### src/rtl/com_mmio_ctrl.sv
// Memory-mapped UART controller: RX/TX FIFOs, DATA/STATUS/CTRL registers,
// a TX start sequencer for the async transmitter and a level interrupt.
module com_mmio_ctrl #(
   parameter int RX_DEPTH_LOG = 4,
   parameter int TX_DEPTH_LOG = 4
) (
   input  logic        clk,
   input  logic        rst,
   input  logic [1:0]  bus_addr,
   input  logic        bus_rd,
   input  logic        bus_wr,
   input  logic [7:0]  bus_wdata,
   output logic [31:0] bus_rdata,
   input  logic        rx_ready,
   input  logic [7:0]  rx_data,
   output logic        tx_start,
   output logic [7:0]  tx_data,
   input  logic        tx_busy,
   output logic        irq
);

   localparam int RXD = 1 << RX_DEPTH_LOG;
   localparam int TXD = 1 << TX_DEPTH_LOG;

   typedef enum logic [1:0] {
      S_IDLE,
      S_WAIT_BUSY,
      S_WAIT_DONE
   } tx_state_t;

   tx_state_t state, state_n;
   logic      wb_cnt, wb_cnt_n;

   logic [7:0]              rx_mem [RXD];
   logic [RX_DEPTH_LOG-1:0] rx_wptr, rx_rptr;
   logic [RX_DEPTH_LOG:0]   rx_count;
   logic [7:0]              tx_mem [TXD];
   logic [TX_DEPTH_LOG-1:0] tx_wptr, tx_rptr;
   logic [TX_DEPTH_LOG:0]   tx_count;

   logic rx_ready_q, rx_overrun, tx_overflow, rx_ie, tx_ie;
   logic rd_en, st_rd, rx_avail, rx_full, rx_push_req;
   logic rx_push, rx_pop, rx_drop;
   logic tx_push_req, tx_push, tx_pop, tx_drop;
   logic tx_full, tx_empty, tx_not_full, tx_idle;
   logic [7:0]  rx_cnt8;
   logic [31:0] rd_val;

   // A simultaneous write takes the bus; the read is dropped entirely.
   assign rd_en       = bus_rd & ~bus_wr;
   assign st_rd       = rd_en & (bus_addr == 2'd1);
   assign rx_avail    = |rx_count;
   assign rx_full     = rx_count[RX_DEPTH_LOG];
   assign rx_pop      = rd_en & (bus_addr == 2'd0) & rx_avail;
   assign rx_push_req = rx_ready & ~rx_ready_q;
   assign rx_push     = rx_push_req & (~rx_full | rx_pop);
   assign rx_drop     = rx_push_req & rx_full & ~rx_pop;

   assign tx_full     = tx_count[TX_DEPTH_LOG];
   assign tx_empty    = ~|tx_count;
   assign tx_not_full = ~tx_full;
   assign tx_push_req = bus_wr & (bus_addr == 2'd0);
   assign tx_push     = tx_push_req & (~tx_full | tx_pop);
   assign tx_drop     = tx_push_req & tx_full & ~tx_pop;
   assign tx_idle     = tx_empty & (state == S_IDLE) & ~tx_busy;
   assign rx_cnt8     = 8'(rx_count);

   always_comb begin
      rd_val = 32'h0;
      unique case (bus_addr)
         2'd0: if (rx_avail) rd_val = {24'h0, rx_mem[rx_rptr]};
         2'd1: rd_val = {16'h0, rx_cnt8, 3'b0, tx_overflow, tx_idle,
                         rx_overrun, tx_not_full, rx_avail};
         2'd2: rd_val = {30'h0, tx_ie, rx_ie};
         default: rd_val = 32'h0;
      endcase
   end

   // A start the transmitter never acknowledges times out after 2 cycles.
   always_comb begin
      state_n  = state;
      wb_cnt_n = wb_cnt;
      tx_pop   = 1'b0;
      unique case (state)
         S_IDLE: if (!tx_empty && !tx_busy) begin
            tx_pop   = 1'b1;
            wb_cnt_n = 1'b0;
            state_n  = S_WAIT_BUSY;
         end
         S_WAIT_BUSY: begin
            if (tx_busy || wb_cnt) state_n = S_WAIT_DONE;
            else wb_cnt_n = 1'b1;
         end
         S_WAIT_DONE: if (!tx_busy) state_n = S_IDLE;
         default: state_n = S_IDLE;
      endcase
   end

   always_ff @(posedge clk) begin
      if (rx_push) rx_mem[rx_wptr] <= rx_data;
      if (tx_push) tx_mem[tx_wptr] <= bus_wdata;
   end

   always_ff @(posedge clk or negedge rst) begin
      if (!rst) begin
         state       <= S_IDLE;
         wb_cnt      <= 1'b0;
         rx_wptr     <= '0;
         rx_rptr     <= '0;
         rx_count    <= '0;
         tx_wptr     <= '0;
         tx_rptr     <= '0;
         tx_count    <= '0;
         rx_ready_q  <= 1'b0;
         rx_overrun  <= 1'b0;
         tx_overflow <= 1'b0;
         rx_ie       <= 1'b0;
         tx_ie       <= 1'b0;
         bus_rdata   <= 32'h0;
         tx_start    <= 1'b0;
         tx_data     <= 8'h0;
         irq         <= 1'b0;
      end else begin
         state      <= state_n;
         wb_cnt     <= wb_cnt_n;
         rx_ready_q <= rx_ready;
         tx_start   <= tx_pop;
         if (tx_pop) tx_data <= tx_mem[tx_rptr];
         if (rx_push) rx_wptr <= rx_wptr + RX_DEPTH_LOG'(1);
         if (rx_pop) rx_rptr <= rx_rptr + RX_DEPTH_LOG'(1);
         if (rx_push && !rx_pop)
            rx_count <= rx_count + (RX_DEPTH_LOG+1)'(1);
         else if (rx_pop && !rx_push)
            rx_count <= rx_count - (RX_DEPTH_LOG+1)'(1);
         if (tx_push) tx_wptr <= tx_wptr + TX_DEPTH_LOG'(1);
         if (tx_pop) tx_rptr <= tx_rptr + TX_DEPTH_LOG'(1);
         if (tx_push && !tx_pop)
            tx_count <= tx_count + (TX_DEPTH_LOG+1)'(1);
         else if (tx_pop && !tx_push)
            tx_count <= tx_count - (TX_DEPTH_LOG+1)'(1);
         // Same-edge events win over the STATUS read clear.
         rx_overrun  <= rx_drop | (rx_overrun & ~st_rd);
         tx_overflow <= tx_drop | (tx_overflow & ~st_rd);
         if (bus_wr && bus_addr == 2'd2) {tx_ie, rx_ie} <= bus_wdata[1:0];
         if (rd_en) bus_rdata <= rd_val;
         irq <= (rx_ie & rx_avail) | (tx_ie & tx_idle);
      end
   end

endmodule

### config.mk
export PLATFORM = sky130hd
export DESIGN_NAME = com_mmio_ctrl
export DESIGN_NICKNAME = d
export VERILOG_FILES = /design/src/rtl/com_mmio_ctrl.sv
export SDC_FILE = /design/constraint.sdc
export NUM_CORES = 1
export LEC_CHECK = 0
export BUFFER_PORTS_ARGS = -buffer_cell sky130_fd_sc_hd__buf_2
export CAP_MARGIN = 20
export CORE_MARGIN = 2
export CORE_UTILIZATION = 65
export CTS_CLUSTER_SIZE = 8
export DETAILED_ROUTE_END_ITERATION = 8
export PLACE_DENSITY = 0.85
export SYNTH_ARGS = -nofsm -noshare
export SYNTH_HDL_FRONTEND = slang
export SYNTH_SLANG_ARGS = --single-unit
### constraint.sdc
create_clock -name clk -period 4.9 [get_ports clk]
set_clock_uncertainty 0.15 [all_clocks]
set_input_delay 1.47 -clock clk [delete_from_list [all_inputs] [get_ports clk]]
set_output_delay 1.47 -clock clk [all_outputs]
set_load 0.02 [all_outputs]
==> summary.md, run 1 <==
| Metric | Value |
|---|---|
| Status | completed |
| CTS tree | done |
| Clock Tree Buf Depth | 3 |
| Asr flop ratio synth | around 18% |
| Hold_buf cts | 0 |
| VDD IR max | 0.000294 V |
| Layout cells sized above 1 | a little under a quarter |
| YS warnings | 0 |
| Setup ws final | 1130 ps |
| Clock-pin slew on the worst setup and hold paths | ~50 ps |
| CP Data Required Time | ~5200 ps |
| Final Cycle Share | between 70% and 80% |
| Hold EP | tx_data[4] |
| PortBufs | 46 |
| Vias | ~7.1k |
| RSZ-0062 raised after global routing | false |
| Measured slew at the worst slew-check pin | ~1200 ps |
| Sequential fraction of the synthesis area | between 70% and 80% |
| # IOs | 66 |
| Hold Path Class | register to register |
| CP Class | primary input to register |
| Max Cap Viol | 0 |
| Setup TNS | 0 ps |
| Largest net degree at the start of global routing | 39 |
| #FFs+latches synth | 313 |
| Final slew viol count | 0 |
| Dpl hpwl | between 15000 and 20000 um |
| Critical path's largest stage delay | between 500 and 600 ps |
| Critical Path AT | roughly 4000 ps |
| Grt ovf | 0 |
| Post-synth top cells | edfxtp_1, dfrtp_1, mux4_2 |
| Area grow syn2layout | 13.9% |
| Largest cells by area after synthesis | edfxtp_1, dfrtp_1, mux4_2 |
| DRC viols | 0 |
| GPL Wtd Cong | between 0.8 and 0.9 |
| Final min period | between 3000 and 4000 ps |
| Worst-path maximum fanout | 9 |
| Area share of and/or/nand/nor cells after synthesis | about 4.6% |
| Register area | between 9000 and 10000 um2 |
| Sinks on Clock Net | around 310 |
| Num CTS Buffers | 45 |
| Skew-Pair Late Insertion Delay | roughly 530 ps |
| Met1 Track Usage GR | between 40% and 50% |
| Post-Syn Instances | 700 |
| Setup violations, final | 0 |
| Full die area | between 20000 and 25000 um2 |
| # rows | slightly above 50 |
| Multi-input logic area | between 3000 and 4000 um2 |
| Vias in the first global route | around 7k |
| Worst reg2reg startpoint | tx_count[4] |
| Syn_area_per_cell | about 18 um2 |
| Filler instances | slightly above 1k |
| Htree depth | 2 |
| Hold_sp | tx_data[4] |
| Post-synth EDFFs | around 260 |
| Antenna violations before repair | 0 |
| Total GRT Usage | between 20 and 30% |
| R2R depth | 9 |
| Final Hold Viols | 0 |
| Fin util | 74.9% |
| Die Span Y | 144 um |
| Cts repair resizes | 0 |
| Ant. Diodes | 0 |
| Cell Area, Synth | approximately 13000 um2 |
| DRT Wirelength | a little under 30000 um |
| Worst setup SP type | primary input |
| Post-synth cell types | 53 |
| Prevailing post-synth register cell | edfxtp_1 |
| Met3 Use GR | 5.96% |
| XOR/XNOR Fraction of Synth Area | 1.45% |
| Pleak | about 5.1 nW |
| Worst Hold Depth | 2 |
| Power density cells | roughly 580 nW/um2 |
| Worst slew margin | a little under a quarter |
| Critical path's most frequent cell | ha_1 |
| Compound-Gate Fraction of Synth Area | approximately 3.5% |
| Post-synth top area share | slightly above 60% |
| Flop2flop setup slack | between 1000 and 1500 ps |
| Multiplexer share of the synthesized area | around 14% |
| First-pass GRT wire length | 44300 um |
| Adder-Cell Fraction of Synth Area | ~2.1% |
| Avg Vias per Cell | around 6.6 |
| Critical path capture point type | register |
| Cell Chain, Critical Path | buf_2 -> or3_1 -> a21oi_2 -> ha_1 -> inv_1 -> ha_1 -> a21o_1 -> a21oi_1 -> mux2i_1 -> xnor2_1 |
| Crit Reg-Reg Endpoint | tx_count[4] |
| DIE WIDTH | roughly 140 um |
| Crit-path leading delay family | compound AO/OA/AOI/OAI gates |
| Most common cell in the netlist | edfxtp_1 |
| GR Layer Usage met2 | 45.5% |
| WP buf/inv | 2 |
| Largest area contributor in the netlist | edfxtp_1 |
| Initial DRC count | about 950 |
| Pre-antenna DRT Iters | 5 |
| Clock root buffer | clkbuf_16 |
| Combinational family with the most area after synthesis | multiplexers |
| Core ar. | around 19000 um2 |
| Most used routing layer | met2 |
| Starting density of the core | between 60% and 70% |
| Place WS | roughly 720 ps |
| Peak Freq | between 0.2 and 0.3 GHz |
| Post-route ant nets | 0 |
| Post CTS Setup Buffer Count | 0 |
| Wire per inst | approximately 27 um |
| Nets | between 800 and 900 |
| CP max-delay cell | a21oi_2 |
## kinds of logic after synthesis
group	count (synthesis)
compound gates	65
flops	313
other cells	1
fa+ha+maj	20
buf+inv	61
simple gates	123
mux	96
xor+xnor	21
## flip-flops by register name, indices dropped and copies added (netlist names), 2 cells and up
name / count
rx_count: 5
bus_rdata: 13
rx_wptr: 4
rx_rptr: 4
state: 2
tx_data: 8
tx_count: 5
tx_rptr: 4
tx_wptr: 4
rx_mem: 128
tx_mem: 128
## tightest hold or removal path, stage by stage (launching register included)
cell and delay [ps]:
dfrtp_1 340, nand2_1 50, nand2_1 50
## per-layer routing
layer / vias to the layer above / share of wire, %
met4: 0 / 3.5
li1: 2876 / -
met5: - / 0
met3: 96 / 9.8
met1: 3664 / 39
met2: 507 / 48
## metrics by stage
step / hold slack [ps] / total power [W] / area, um2 / instances
floorplan: 329 / 0.00490 / 12800 / 718
global placement: 308 / 0.00527 / 13200 / 996
detailed placement: 322 / 0.00540 / 13200 / 996
CTS: 333 / 0.00834 / 14500 / 1079
global route: 376 / 0.00865 / 14500 / 1080
finish: 326 / 0.00836 / 14500 / 1080
## where the power goes
group	leakage, nW	switching [W]	internal, W	total, W
clock	0.628	0.00110	0.00178	0.00288
combinational	1.45	0.00101	0.000925	0.00194
sequential	3.01	0.000411	0.00314	0.00355
## cells in the final DEF (no fill, tap or decap), drive strengths merged, types with 4 or more instances in the layout
| master | instances |
|---|---|
| edfxtp | 256 |
| clkbuf | 81 |
| mux4 | 62 |
| buf | 61 |
| dfrtp | 57 |
| nand2 | 45 |
| nor2 | 36 |
| o21ai | 23 |
| mux2i | 22 |
| conb | 19 |
| ha | 18 |
| xnor2 | 17 |
| inv | 15 |
| mux2 | 12 |
| nor3 | 11 |
| a22oi | 11 |
| nand2b | 10 |
| a21oi | 8 |
| a22o | 6 |
| nor2b | 4 |
| a21o | 4 |
| xor2 | 4 |
| o221ai | 4 |
| nand4 | 4 |
## cell type report
type                    instances  area share (%)
clock inverters                 2           0.121
inverters                      14           0.363
multi-input cells             344            22.9
clock buffers                  81            9.00
flip-flops and latches        313            62.9
well taps                     265            2.29
repair buffers                 61            2.45
## worst max path at each step
stage / end / cells past startpoint / slack, ps / startpoint
final: tx_count[4] / 10 / 1130 / tx_busy
after global routing: rx_count[4] / 12 / 1040 / bus_wr
after CTS: tx_count[4] / 10 / 1220 / tx_busy
after detailed placement: tx_count[4] / 10 / 720 / tx_busy
after global placement: rx_count[4] / 13 / 880 / bus_wr
after floorplan: rx_count[4] / 12 / 1210 / bus_wr
No activity file was read; power rests on OpenSTA's default activity.
==> run 2: changes to the inputs <==
- CORE_UTILIZATION: 65 -> 61
- PLACE_DENSITY: 0.85 -> 0.8
- clock period: 4.9 -> 3.7 ns (I/O delays scaled with it)
==> summary.md, run 2 (same netlist as run 1, synthesis figures left out) <==
| Metric | Value |
|---|---|
| Setup violations, final | 0 (unchanged) |
| Hold Path Class | register to register |
| Cts repair resizes | 0 (unchanged) |
| Hold EP | bus_rdata[10] |
| Sinks on Clock Net | 313 (unchanged) |
| Grt ovf | 0 (unchanged) |
| Reg power frac | 42.8% (+0.4 points) |
| Clock Tree Buf Depth | 3 (unchanged) |
| Hold_sp | bus_rdata[10] |
| R2R depth | 12 (+3) |
| Max Cap Viol | 0 (unchanged) |
| Measured slew at the worst slew-check pin | 1080 ps (-74.7 ps) |
| Critical Path AT | 3300 ps (-750 ps) |
| Power density cells | 740 nW/um2 (+28%) |
| Vias | 6657 (-6.8%) |
| Crit Reg-Reg Endpoint | rx_count[4] |
| Antenna violations before repair | 0 (unchanged) |
| # rows | 52 (+2.0%) |
| Clock power frac | 34.7% (+0.3 points) |
| Post CTS Setup Buffer Count | 0 (unchanged) |
| Flop2flop setup slack | 650 ps (-790 ps) |
| CP Class | register to register |
| Post-route ant nets | 0 (unchanged) |
| Peak Freq | ~0.33 GHz |
| Final Hold Viols | 0 (unchanged) |
| CTS tree | done |
| Num CTS Buffers | 45 (unchanged) |
| Pleak | 5.27 nW (+3.4%) |
| Non-Filler Instances | 1119 (+3.6%) |
| First-pass GRT wire length | 40200 um (-9.2%) |
| Final Cycle Share | just over 80% |
| Core ar. | 20400 um2 (+5.3%) |
| Area grow syn2layout | 15.9% |
| CP Data Required Time | 3950 ps (-1240 ps) |
| Pre-antenna DRT Iters | 5 (unchanged) |
| # IOs | 66 (unchanged) |
| GPL Wtd Cong | 0.822 (-5.6%) |
| Clock root buffer | clkbuf_16 |
| Initial DRC count | 549 (-42%) |
| RSZ-0062 raised after global routing | false |
| Layout cells sized above 1 | 25.8% (+2.9 points) |
| Worst setup SP type | register |
| Worst reg2reg startpoint | rx_count[3] |
| Vias in the first global route | 7163 (+0.39%) |
| Skew-Pair Late Insertion Delay | 530 ps (about the same) |
| Die Span Y | 148 um (+3.1%) |
| Worst Hold Depth | 1 (-1) |
| Dpl cells | 1033 (+3.7%) |
| Dpl hpwl | 16100 um (-2.4%) |
| Final slew viol count | 0 (unchanged) |
| Clock-pin slew on the worst setup and hold paths | 50 ps (about the same) |
| Leading cell types in the layout, fill and taps excluded | edfxtp_1, mux4_2, dfrtp_1, clkbuf_16 |
| Combinational cell fraction of total power | 22.5% (-0.7 points) |
| Most common cell after layout, fill and taps aside | edfxtp_1 |
| Total GRT Usage | 24.5% (-5.3 points) |
| Starting density of the core | 62.5% (-3.3 points) |
| Wire per inst | 23.2 um (-15%) |
| Largest net degree at the start of global routing | 29 (-26%) |
| Worst slew margin | 28.1% (+5.0 points) |
| VDD IR max | 0.000519 V (+76%) |
| PortBufs | 46 (unchanged) |
| Setup TNS | 0 ps (unchanged) |
| DRT Wirelength | 25900 um (-12%) |
| Nets | 855 (+3.9%) |
| Hold_buf cts | 0 (unchanged) |
| Status | completed |
| Largest registers | rx_mem: 128 flops, tx_mem: 128 flops, bus_rdata: 13 flops |
| Avg Vias per Cell | 5.95 (-10%) |
| Full die area | 22000 um2 (+6.4%) |
| Htree depth | 2 (unchanged) |
| DRC viols | 0 (unchanged) |
| Switching power | 0.00316 W (+25%) |
| Net Sw Frac | 28.9% (-1.2 points) |
| DIE WIDTH | 148 um (+3.1%) |
| Worst-path maximum fanout | 4 (-5) |
| Final min period | between 3000 and 4000 ps |
| Internal power | 0.00776 W (+33%) |
| Critical path capture point type | register |
run 2: worst max-delay path, stage by stage, from the launching register on:
cell     delay [ps]
dfrtp_1         410
or4_1           590
nor2_2          180
nor4_4           60
inv_2            60
ha_1            200
inv_1           120
fa_1            420
a21o_1          170
a21oi_1         200
xnor2_1         140
nor2_1           70
xor2_1          150
run 2: worst max-delay path by stage:
| stage | from | to | slack [ps] | cells after the start |
|---|---|---|---|---|
| after global placement | bus_wr | rx_count[4] | 350 | 12 |
| after CTS | rx_count[3] | rx_count[4] | 670 | 12 |
| after floorplan | bus_wr | rx_count[4] | 370 | 12 |
| after detailed placement | bus_wr | rx_count[4] | 220 | 12 |
| after global routing | rx_count[3] | rx_count[4] | 530 | 12 |
| final | rx_count[3] | rx_count[4] | 650 | 12 |
run 2: power by group through the flow:
stage | sequential, W | clock, W | combinational [W]
2_1_floorplan | 0.00451 | 0 | 0.00198
3_3_place_gp | 0.00473 | 0 | 0.00227
3_5_place_dp | 0.00477 | 0 | 0.00239
4_1_cts | 0.00471 | 0.00383 | 0.00242
5_1_grt | 0.00473 | 0.00398 | 0.00266
6_report | 0.00468 | 0.00379 | 0.00245
run 2: stage by stage:
step                      utilization [%]  instance area [um2]  total power [W]  hold WS, ps  worst slack (ps)
after floorplan                         -                12800          0.00649          329               374
after global placement               65.8                13400          0.00700          322               354
after detailed placement             65.8                13400          0.00716          345               216
after CTS                            72.3                14700           0.0110          356               670
after global routing                 72.4                14700           0.0114          367               527
final                                72.4                14800           0.0109          358               647
run 2: layout make-up:
class	count	area (um2)
tap	270	338
sequential	313	9120
inverter	14	52.6
clock buffer	82	1310
timing repair buffer	93	603
multi-input combinational	344	3310
antenna	1	2.50
clock inverter	2	17.5
fill	1141	5610
run 2: layer usage:
| layer | part of all wire, % | up-vias | GRT usage (%) |
|---|---|---|---|
| met5 | 0 | - | 0 |
| met4 | 2.9 | 0 | 9.00 |
| met3 | 4.4 | 64 | 4.02 |
| met2 | 55 | 219 | 45.1 |
| met1 | 38 | 3437 | 29.3 |
| li1 | - | 2937 | - |
